==> src/rtl/fft16_frame_capture.sv <==
// Captures one RDY-framed complex result frame from fft16 into a small buffer and
// replays it on request as a START-framed stream, scaled back to the fft16 input width.
module fft16_frame_capture #(
  parameter int NPT    = 16,
  parameter int LOGN   = 4,
  parameter int IW     = 36,
  parameter int OW     = 32,
  parameter int SHIFT  = 4,
  parameter int BITREV = 0
) (
  input  logic          CLK,
  input  logic          RST,
  input  logic          ED,
  input  logic          RDY,
  input  logic [IW-1:0] DIReal,
  input  logic [IW-1:0] DIImag,
  input  logic          RD_REQ,
  output logic          FULL,
  output logic          START,
  output logic          VALID,
  output logic [OW-1:0] DOReal,
  output logic [OW-1:0] DOImag,
  output logic          OVR
);

  // One spare bit beyond the wider of IW/OW keeps the saturation compare signed-safe.
  localparam int WW = ((IW > OW) ? IW : OW) + 1;
  localparam logic [LOGN-1:0] LAST = LOGN'(NPT - 1);
  localparam logic signed [WW-1:0] SAT_MAX = {{(WW-OW+1){1'b0}}, {(OW-1){1'b1}}};
  localparam logic signed [WW-1:0] SAT_MIN = {{(WW-OW+1){1'b1}}, {(OW-1){1'b0}}};

  typedef enum logic [1:0] {
    S_IDLE,
    S_CAPT,
    S_FULL,
    S_PLAY
  } state_t;

  state_t          state_q, state_d;
  logic [LOGN-1:0] index_q, index_d;
  logic            ovr_q, ovr_d;
  logic            start_q, start_d;
  logic            valid_q, valid_d;
  logic [OW-1:0]   dore_q, dore_d;
  logic [OW-1:0]   doim_q, doim_d;

  logic signed [IW-1:0] mem_re_q [NPT];
  logic signed [IW-1:0] mem_im_q [NPT];

  logic            we_d;
  logic [LOGN-1:0] waddr_d;
  logic [LOGN-1:0] raddr_d;
  logic [LOGN-1:0] cap_addr;

  function automatic logic [LOGN-1:0] bit_reverse(input logic [LOGN-1:0] a);
    logic [LOGN-1:0] r;
    r = '0;
    for (int i = 0; i < LOGN; i++) begin
      r[i] = a[LOGN-1-i];
    end
    return r;
  endfunction

  // Arithmetic shift (floor) followed by clamp into the signed OW range.
  function automatic logic [OW-1:0] scale_sat(input logic signed [IW-1:0] din);
    logic signed [WW-1:0] ext;
    logic signed [WW-1:0] shr;
    logic [OW-1:0]        res;
    ext = {{(WW-IW){din[IW-1]}}, din};
    shr = ext >>> SHIFT;
    if (shr > SAT_MAX) begin
      res = SAT_MAX[OW-1:0];
    end else if (shr < SAT_MIN) begin
      res = SAT_MIN[OW-1:0];
    end else begin
      res = shr[OW-1:0];
    end
    return res;
  endfunction

  assign cap_addr = (BITREV != 0) ? bit_reverse(index_q) : index_q;

  always_comb begin
    state_d = state_q;
    index_d = index_q;
    ovr_d   = ovr_q;
    start_d = 1'b0;
    valid_d = 1'b0;
    dore_d  = dore_q;
    doim_d  = doim_q;
    we_d    = 1'b0;
    waddr_d = '0;
    raddr_d = '0;

    if (ED) begin
      unique case (state_q)
        S_IDLE: begin
          if (RDY) begin
            we_d    = 1'b1;
            waddr_d = '0;
            index_d = LOGN'(1);
            state_d = S_CAPT;
          end
        end

        S_CAPT: begin
          we_d = 1'b1;
          if (RDY) begin
            // A new frame header mid-capture wins: restart from address 0.
            waddr_d = '0;
            index_d = LOGN'(1);
            ovr_d   = 1'b1;
          end else begin
            waddr_d = cap_addr;
            index_d = index_q + LOGN'(1);
            if (index_q == LAST) begin
              state_d = S_FULL;
            end
          end
        end

        S_FULL: begin
          if (RDY) begin
            ovr_d = 1'b1;
          end
          if (RD_REQ) begin
            raddr_d = '0;
            dore_d  = scale_sat(mem_re_q[raddr_d]);
            doim_d  = scale_sat(mem_im_q[raddr_d]);
            start_d = 1'b1;
            valid_d = 1'b1;
            index_d = '0;
            state_d = S_PLAY;
          end
        end

        S_PLAY: begin
          if (RDY) begin
            ovr_d = 1'b1;
          end
          // index_q is the beat currently on the outputs; the last one retires here.
          if (index_q == LAST) begin
            index_d = '0;
            state_d = S_IDLE;
          end else begin
            raddr_d = index_q + LOGN'(1);
            dore_d  = scale_sat(mem_re_q[raddr_d]);
            doim_d  = scale_sat(mem_im_q[raddr_d]);
            valid_d = 1'b1;
            index_d = raddr_d;
          end
        end

        default: begin
          state_d = S_IDLE;
        end
      endcase
    end
  end

  always_ff @(posedge CLK) begin
    if (RST) begin
      state_q <= S_IDLE;
      index_q <= '0;
      ovr_q   <= 1'b0;
      start_q <= 1'b0;
      valid_q <= 1'b0;
      dore_q  <= '0;
      doim_q  <= '0;
    end else begin
      state_q <= state_d;
      index_q <= index_d;
      ovr_q   <= ovr_d;
      start_q <= start_d;
      valid_q <= valid_d;
      dore_q  <= dore_d;
      doim_q  <= doim_d;
    end
  end

  always_ff @(posedge CLK) begin
    if (we_d && !RST) begin
      mem_re_q[waddr_d] <= DIReal;
      mem_im_q[waddr_d] <= DIImag;
    end
  end

  assign FULL   = (state_q == S_FULL);
  assign START  = start_q;
  assign VALID  = valid_q;
  assign DOReal = dore_q;
  assign DOImag = doim_q;
  assign OVR    = ovr_q;

endmodule

==> config.mk <==
export PLATFORM = sky130hd
export DESIGN_NAME = fft16_frame_capture
export DESIGN_NICKNAME = d
export VERILOG_FILES = /design/src/rtl/fft16_frame_capture.sv
export SDC_FILE = /design/constraint.sdc
export NUM_CORES = 1
export LEC_CHECK = 0
export ABC_AREA = 1
export CORE_MARGIN = 5
export CORE_UTILIZATION = 45
export DETAILED_ROUTE_END_ITERATION = 12
export DONT_BUFFER_PORTS = 1
export PLACE_DENSITY = 0.59
export SETUP_SLACK_MARGIN = 0.05
export SLEW_MARGIN = 20
export SYNTH_ARGS = -nofsm -noshare
export SYNTH_HDL_FRONTEND = slang
export SYNTH_SLANG_ARGS = --single-unit
==> constraint.sdc <==
create_clock -name CLK -period 5.82 [get_ports CLK]
set_clock_uncertainty 0.15 [all_clocks]
set_input_delay 1.164 -clock CLK [delete_from_list [all_inputs] [get_ports CLK]]
set_output_delay 1.164 -clock CLK [all_outputs]
set_load 0.05 [all_outputs]
==> metrics.yaml, run 1 <==
finalMaxSlewViolations: 0
fin_crit_ns: 3.680
dp_hpwl_mm: 56.29
min_path_type: "flip-flop to flip-flop"
grt_usage_pct: 22.58
worstSetupPathType: "flip-flop to flip-flop"
antenna_found_initial: 1
wl_mm: 118.9
start_util_pct: 45.43
clock_path_buffers: 3
ys.flop_type: "edfxtp_1"
antenna_left: 0
placedCellCount: 4905
worstPathArrival_ns: 4.15
p_per_area_nw_per_um2: 361.8
fp.dieH_microns: 322.7
pin_count: 145
leakagePower_uw: 0.01727
required_ns: 6.29
fin_setup_tns_ns: 0
grt_first_pass_wirelength_mm: 176.8
cts.htree.levels: 3
yosys_register_bits: 1097
finalCritPeriodShare_pct: 63.23
netlist_top_cells_area: "edfxtp_1 (70%), nand2_1 (12%), nand3_1 (8.8%)"
place_ws_ns: 2.090
fin_worst_hold_slack_ns: 0.3915
hold_viol_final: 0
final-setup-viol-count: 0
async_flop_share_pct: 0
synth_edf_count: 1024
netlist_area_sq_um: 43990
yosysTopAreaCellShare_pct: 69.89
diodes: 0
root_buffer: "clkbuf_16"
synth_common_cells: "nand2_1 (1,429), edfxtp_1 (1,024), nand3_1 (776), buf_2 (139), a21oi_1 (135)"
drtPass1Iterations: 6
fp-row-count: 114
cts_setup_buffers: 0
cts_buffers: 112
synth.distinct_cells: 24
endpoint_kind: "flip-flop"
post-route-drc-count: 0
cts.sinks: 1097
yosysMostFrequentCell: "nand2_1"
rsz0062_at_grt: "false"
cts.reportedPaths.clkPinSlew_ns: 0.06
cts_resized: 0
grt_pass1_vias: 27560
drt_iter0_drc: 2709
post_drt_via_cell_ratio: 5.595
syn_to_final_growth_pct: 11.05
wl_per_cell_microns: 23.24
peakVddDrop_v: 0.0002324
cap_violations: 0
io_buffers: 0
status: "finished, final reports clean"
relSlewSlack_pct: 24.17
final-instance-count-excl-fill: 5117
worstSetupStartpointType: "flip-flop"
max_clock_freq_mhz: 271.7
syn-instance-count: 3813
via_count: 28630
drive_gt1_share_pct: 6.613
seq_area_frac_synth_pct: 73.22
fin_nets: 3825
worst_slew_pin_slew_ns: 1.137
die-width_microns: 322.7
overflow: 0
synth_fp_nets: 3895
grt_max_degree: 213
synth_top_cell_by_area: "edfxtp_1"
cts_tree: "yes"
crit_fanout: 212
ctsHoldBuffers: 0
yosysWarnings: 0
avgSynthCellArea_sq_um: 11.54
gp_congestion: 0.7322
timing.final.ws_setup_ns: 2.140
worstSkewPairLatency_ns: 0.69
core_area_sq_um: 96850
die-area_sq_um: 104100
[critical path: stages, from the launching register on]
cell     delay, ns
dfxtp_4       0.75
buf_12        0.66
buf_4         0.89
nand2_1       0.12
nand3_1       0.13
nand3_1       0.14
nand2_1       0.10
nand2_1       0.05
nand2_1       0.07
nand2_1       0.05
a21oi_1       0.14
[layer usage]
layer,GRT usage [%],part of all wire [%]
met2,36.53,46
met4,5.452,2.4
met1,31.08,42
met3,5.754,8.8
met5,0,0
[where the power goes]
| group | internal (uW) | leakage, uW | total, uW | switching [uW] |
|---|---|---|---|---|
| clock | 4050 | 0.00176 | 7020 | 2970 |
| combinational | 488 | 0.00570 | 1670 | 1180 |
| sequential | 8700 | 0.00981 | 8980 | 276 |
[cell families (layout without fill, tap and decap cells)]
logic type | after synthesis | in the layout | synth area share, %
AND/OR/NAND/NOR | 2238 | 2238 | 21.33
flip-flops | 1097 | 1097 | 73.22
buffers and inverters | 264 | 292 | 2.909
AO/OA/AOI/OAI | 208 | 208 | 2.383
adder cells (fa/ha/maj) | 5 | 5 | 0.1422
XOR/XNOR | 1 | 1 | 0.01991
[stage by stage]
stage | utilization (%) | total power, uW | area [sq um]
3_3_place_gp | 46.73 | 10800 | 45250
6_report | 50.44 | 17670 | 48860
3_5_place_dp | 46.73 | 10810 | 45250
4_1_cts | 50.44 | 17780 | 48860
5_1_grt | 50.44 | 18330 | 48860
2_1_floorplan | - | 10350 | 43990
[registers in the layout, summed over array words and instances, names as in the netlist]
signal    cells
mem_im_q    512
mem_re_q    512
DOImag       32
DOReal       32
cap_addr      4
state_q       2
OVR           1
START         1
VALID         1
[final timing paths]
check	start	to	slack, ns	cells past startpoint
setup reg to reg	cap_addr[0]	DOImag[12]	2.14	10
hold / removal	cap_addr[2]	cap_addr[2]	0.39	2
hold reg to reg	cap_addr[2]	cap_addr[2]	0.39	2
setup / recovery	cap_addr[0]	DOImag[12]	2.14	10
[layout make-up]
cell class                 count  area [sq um]
fill                        8335         47990
sequential                  1097         32210
multi-input combinational   2452         10690
clock buffer                 155          3085
tap                         1276          1597
timing repair buffer          63         673.1
clock inverter                57         515.5
inverter                      17         82.58
[placed cells by master, fill, tap and decap left out, drive strengths merged]
cell type  netlist  routed
clkbuf          68     155
xor2             1       1
clkinvlp         0       3
nor3             1       1
inv             17      18
nand3b           1       1
clkinv           0      45
edfxtp        1024    1024
bufinv           0       8
nand2         1431    1431
a31oi            1       1
nand3          776     776
o211ai           1       1
dfxtp           73      73
nor2            29      29
o21ai           70      70
a21oi          136     136
buf            179      63
ha               5       5
Note: power is estimated with default switching activity, not from simulation.
==> run 2, diff against run 1 <==
clock period = 3.49 ns   (was 5.82 ns; I/O delays follow)
==> run 2 against run 1 <==
Via count fell by 1.1%. Power increased by 68%. Non-clock buffer count increased by 74. Global-route usage fell by 0.96 points. Largest power group unchanged.
==> metrics.yaml, run 2 (same netlist as run 1, synthesis figures left out) <==
status: "finished, final reports clean"
mostFrequentLayoutCell: "nand2_1"
min_path_type: "input port to flip-flop"
fin_nets: 3899
cts.sinks: 1097
peakVddDrop_v: 0.0003734
p_per_area_nw_per_um2: 596.4
die-area_sq_um: 104100
grt_max_degree: 194
required_ns: 3.67
final-setup-viol-count: 0
grt_first_pass_wirelength_mm: 171.7
startpoint: "state_q[0]"
syn_to_final_growth_pct: 13.31
core_area_sq_um: 96850
worst_slew_pin_slew_ns: 1.135
max_clock_freq_mhz: 322.8
rsz0062_at_grt: "false"
finalMaxSlewViolations: 0
cts_resized: 0
r2r_cells: 7
worstPathArrival_ns: 3.28
highest_layer: "met5"
pin_count: 145
multi_input_area_sq_um: 10690
overflow: 0
grt_usage_pct: 21.63
final_area_sq_um: 49850
cts_buffers: 112
root_buffer: "clkbuf_16"
hold_viol_final: 0
cap_violations: 0
post-route-drc-count: 0
wl_per_cell_microns: 21.96
grt_pass1_vias: 27400
die-width_microns: 322.7
cts.htree.levels: 3
drive_gt1_share_pct: 6.898
cts_tree: "yes"
top_regs: "mem_im_q (512), mem_re_q (512)"
gp_congestion: 0.7343
drt_iter0_drc: 2695
post_drt_via_cell_ratio: 5.449
worstSetupStartpointType: "flip-flop"
seqCellArea_sq_um: 32210
worstSetupEndpoint: "mem_re_q[1][7]"
fin_util_pct: 51.47
relSlewSlack_pct: 24.31
wl_met2_mm: 52.11
power_uw: 29730
antenna_left: 0
crit_fanout: 18
worstSkewPairLatency_ns: 0.69
worstReg2RegEnd: "mem_re_q[1][7]"
io_buffers: 0
routedLengthMet1_mm: 50.59
fin_crit_ns: 3.098
clock_path_buffers: 3
reg2reg_from: "state_q[0]"
start_util_pct: 45.43
drtPass1Iterations: 5
antenna_found_initial: 8
cts.reportedPaths.clkPinSlew_ns: 0.06
via_count: 28310
worstSetupPathType: "flip-flop to flip-flop"
placed_cell_area_sq_um: 45520
wl_met3_mm: 9.152
worst-r2r-setup-slack_ns: 0.39
dp_hpwl_mm: 54.06
endpoint_kind: "flip-flop"
wl_mm: 114.1
finalCritPeriodShare_pct: 88.76
fp.dieH_microns: 322.7
final_cell_mix: "nand2_1 (1,428), edfxtp_1 (1,024), nand3_1 (776), a21oi_1 (135), clkbuf_16 (113)"
leakagePower_uw: 0.01767
fp-row-count: 114
fillCellCount: 8258
run 2: stage by stage:
stage          std cells  TNS [ns]  hold WS [ns]  setup WS (ns)
2_1_floorplan       3813    -49.17        0.3300       -0.07675
3_3_place_gp        4912         0        0.3900         0.3170
3_5_place_dp        4912         0        0.3889         0.3024
4_1_cts             5190         0       0.04192         0.3687
5_1_grt             5192         0       0.08299         0.1962
6_report            5196         0       0.09571         0.3923
run 2: where the power goes:
group | internal [uW] | switching (uW)
Clock | 6800 | 4950
Sequential | 14500 | 416
Combinational | 894 | 2160
Total | 22200 | 7530
run 2: metal layers:
layer	vias to the layer above	GRT usage [%]
li1	13380	-
met1	13800	30.98
met2	978	34.01
met3	151	4.587
met4	4	5.799
met5	-	0
run 2: area by class of cell:
class                           count  share of cell area, %
Sequential cell                  1097                  64.62
Clock inverter                     62                  1.124
Clock buffer                      149                  6.185
Multi-Input combinational cell   2452                  21.44
Inverter                           17                 0.1657
Timing Repair Buffer              137                  3.228
Antenna cell                        6                0.03012
Tap cell                         1276                  3.203
run 2: critical path, stage by stage (launching register included):
cell and delay, ns:
dfxtp_1 0.35, inv_1 0.12, ha_1 0.23, nand2_1 0.07
a21oi_1 0.28, nand2_1 0.31, nor2_4 0.72, buf_4 0.46
run 2: how the worst min path moves through the flow:
stage	end	startpoint	slack, ns	cells after the start
after floorplan	cap_addr[1]	cap_addr[1]	0.33	2
after global placement	cap_addr[2]	cap_addr[2]	0.39	2
after detailed placement	cap_addr[2]	cap_addr[2]	0.39	2
after CTS	START	ED	0.04	2
after global routing	VALID	ED	0.08	2
final	VALID	ED	0.1	2
run 2: repair_timing:
item / in CTS / in global routing
hold endpoints to repair: 1030 / 0
hold buffers: 67 / 0
setup buffers: 0 / 0
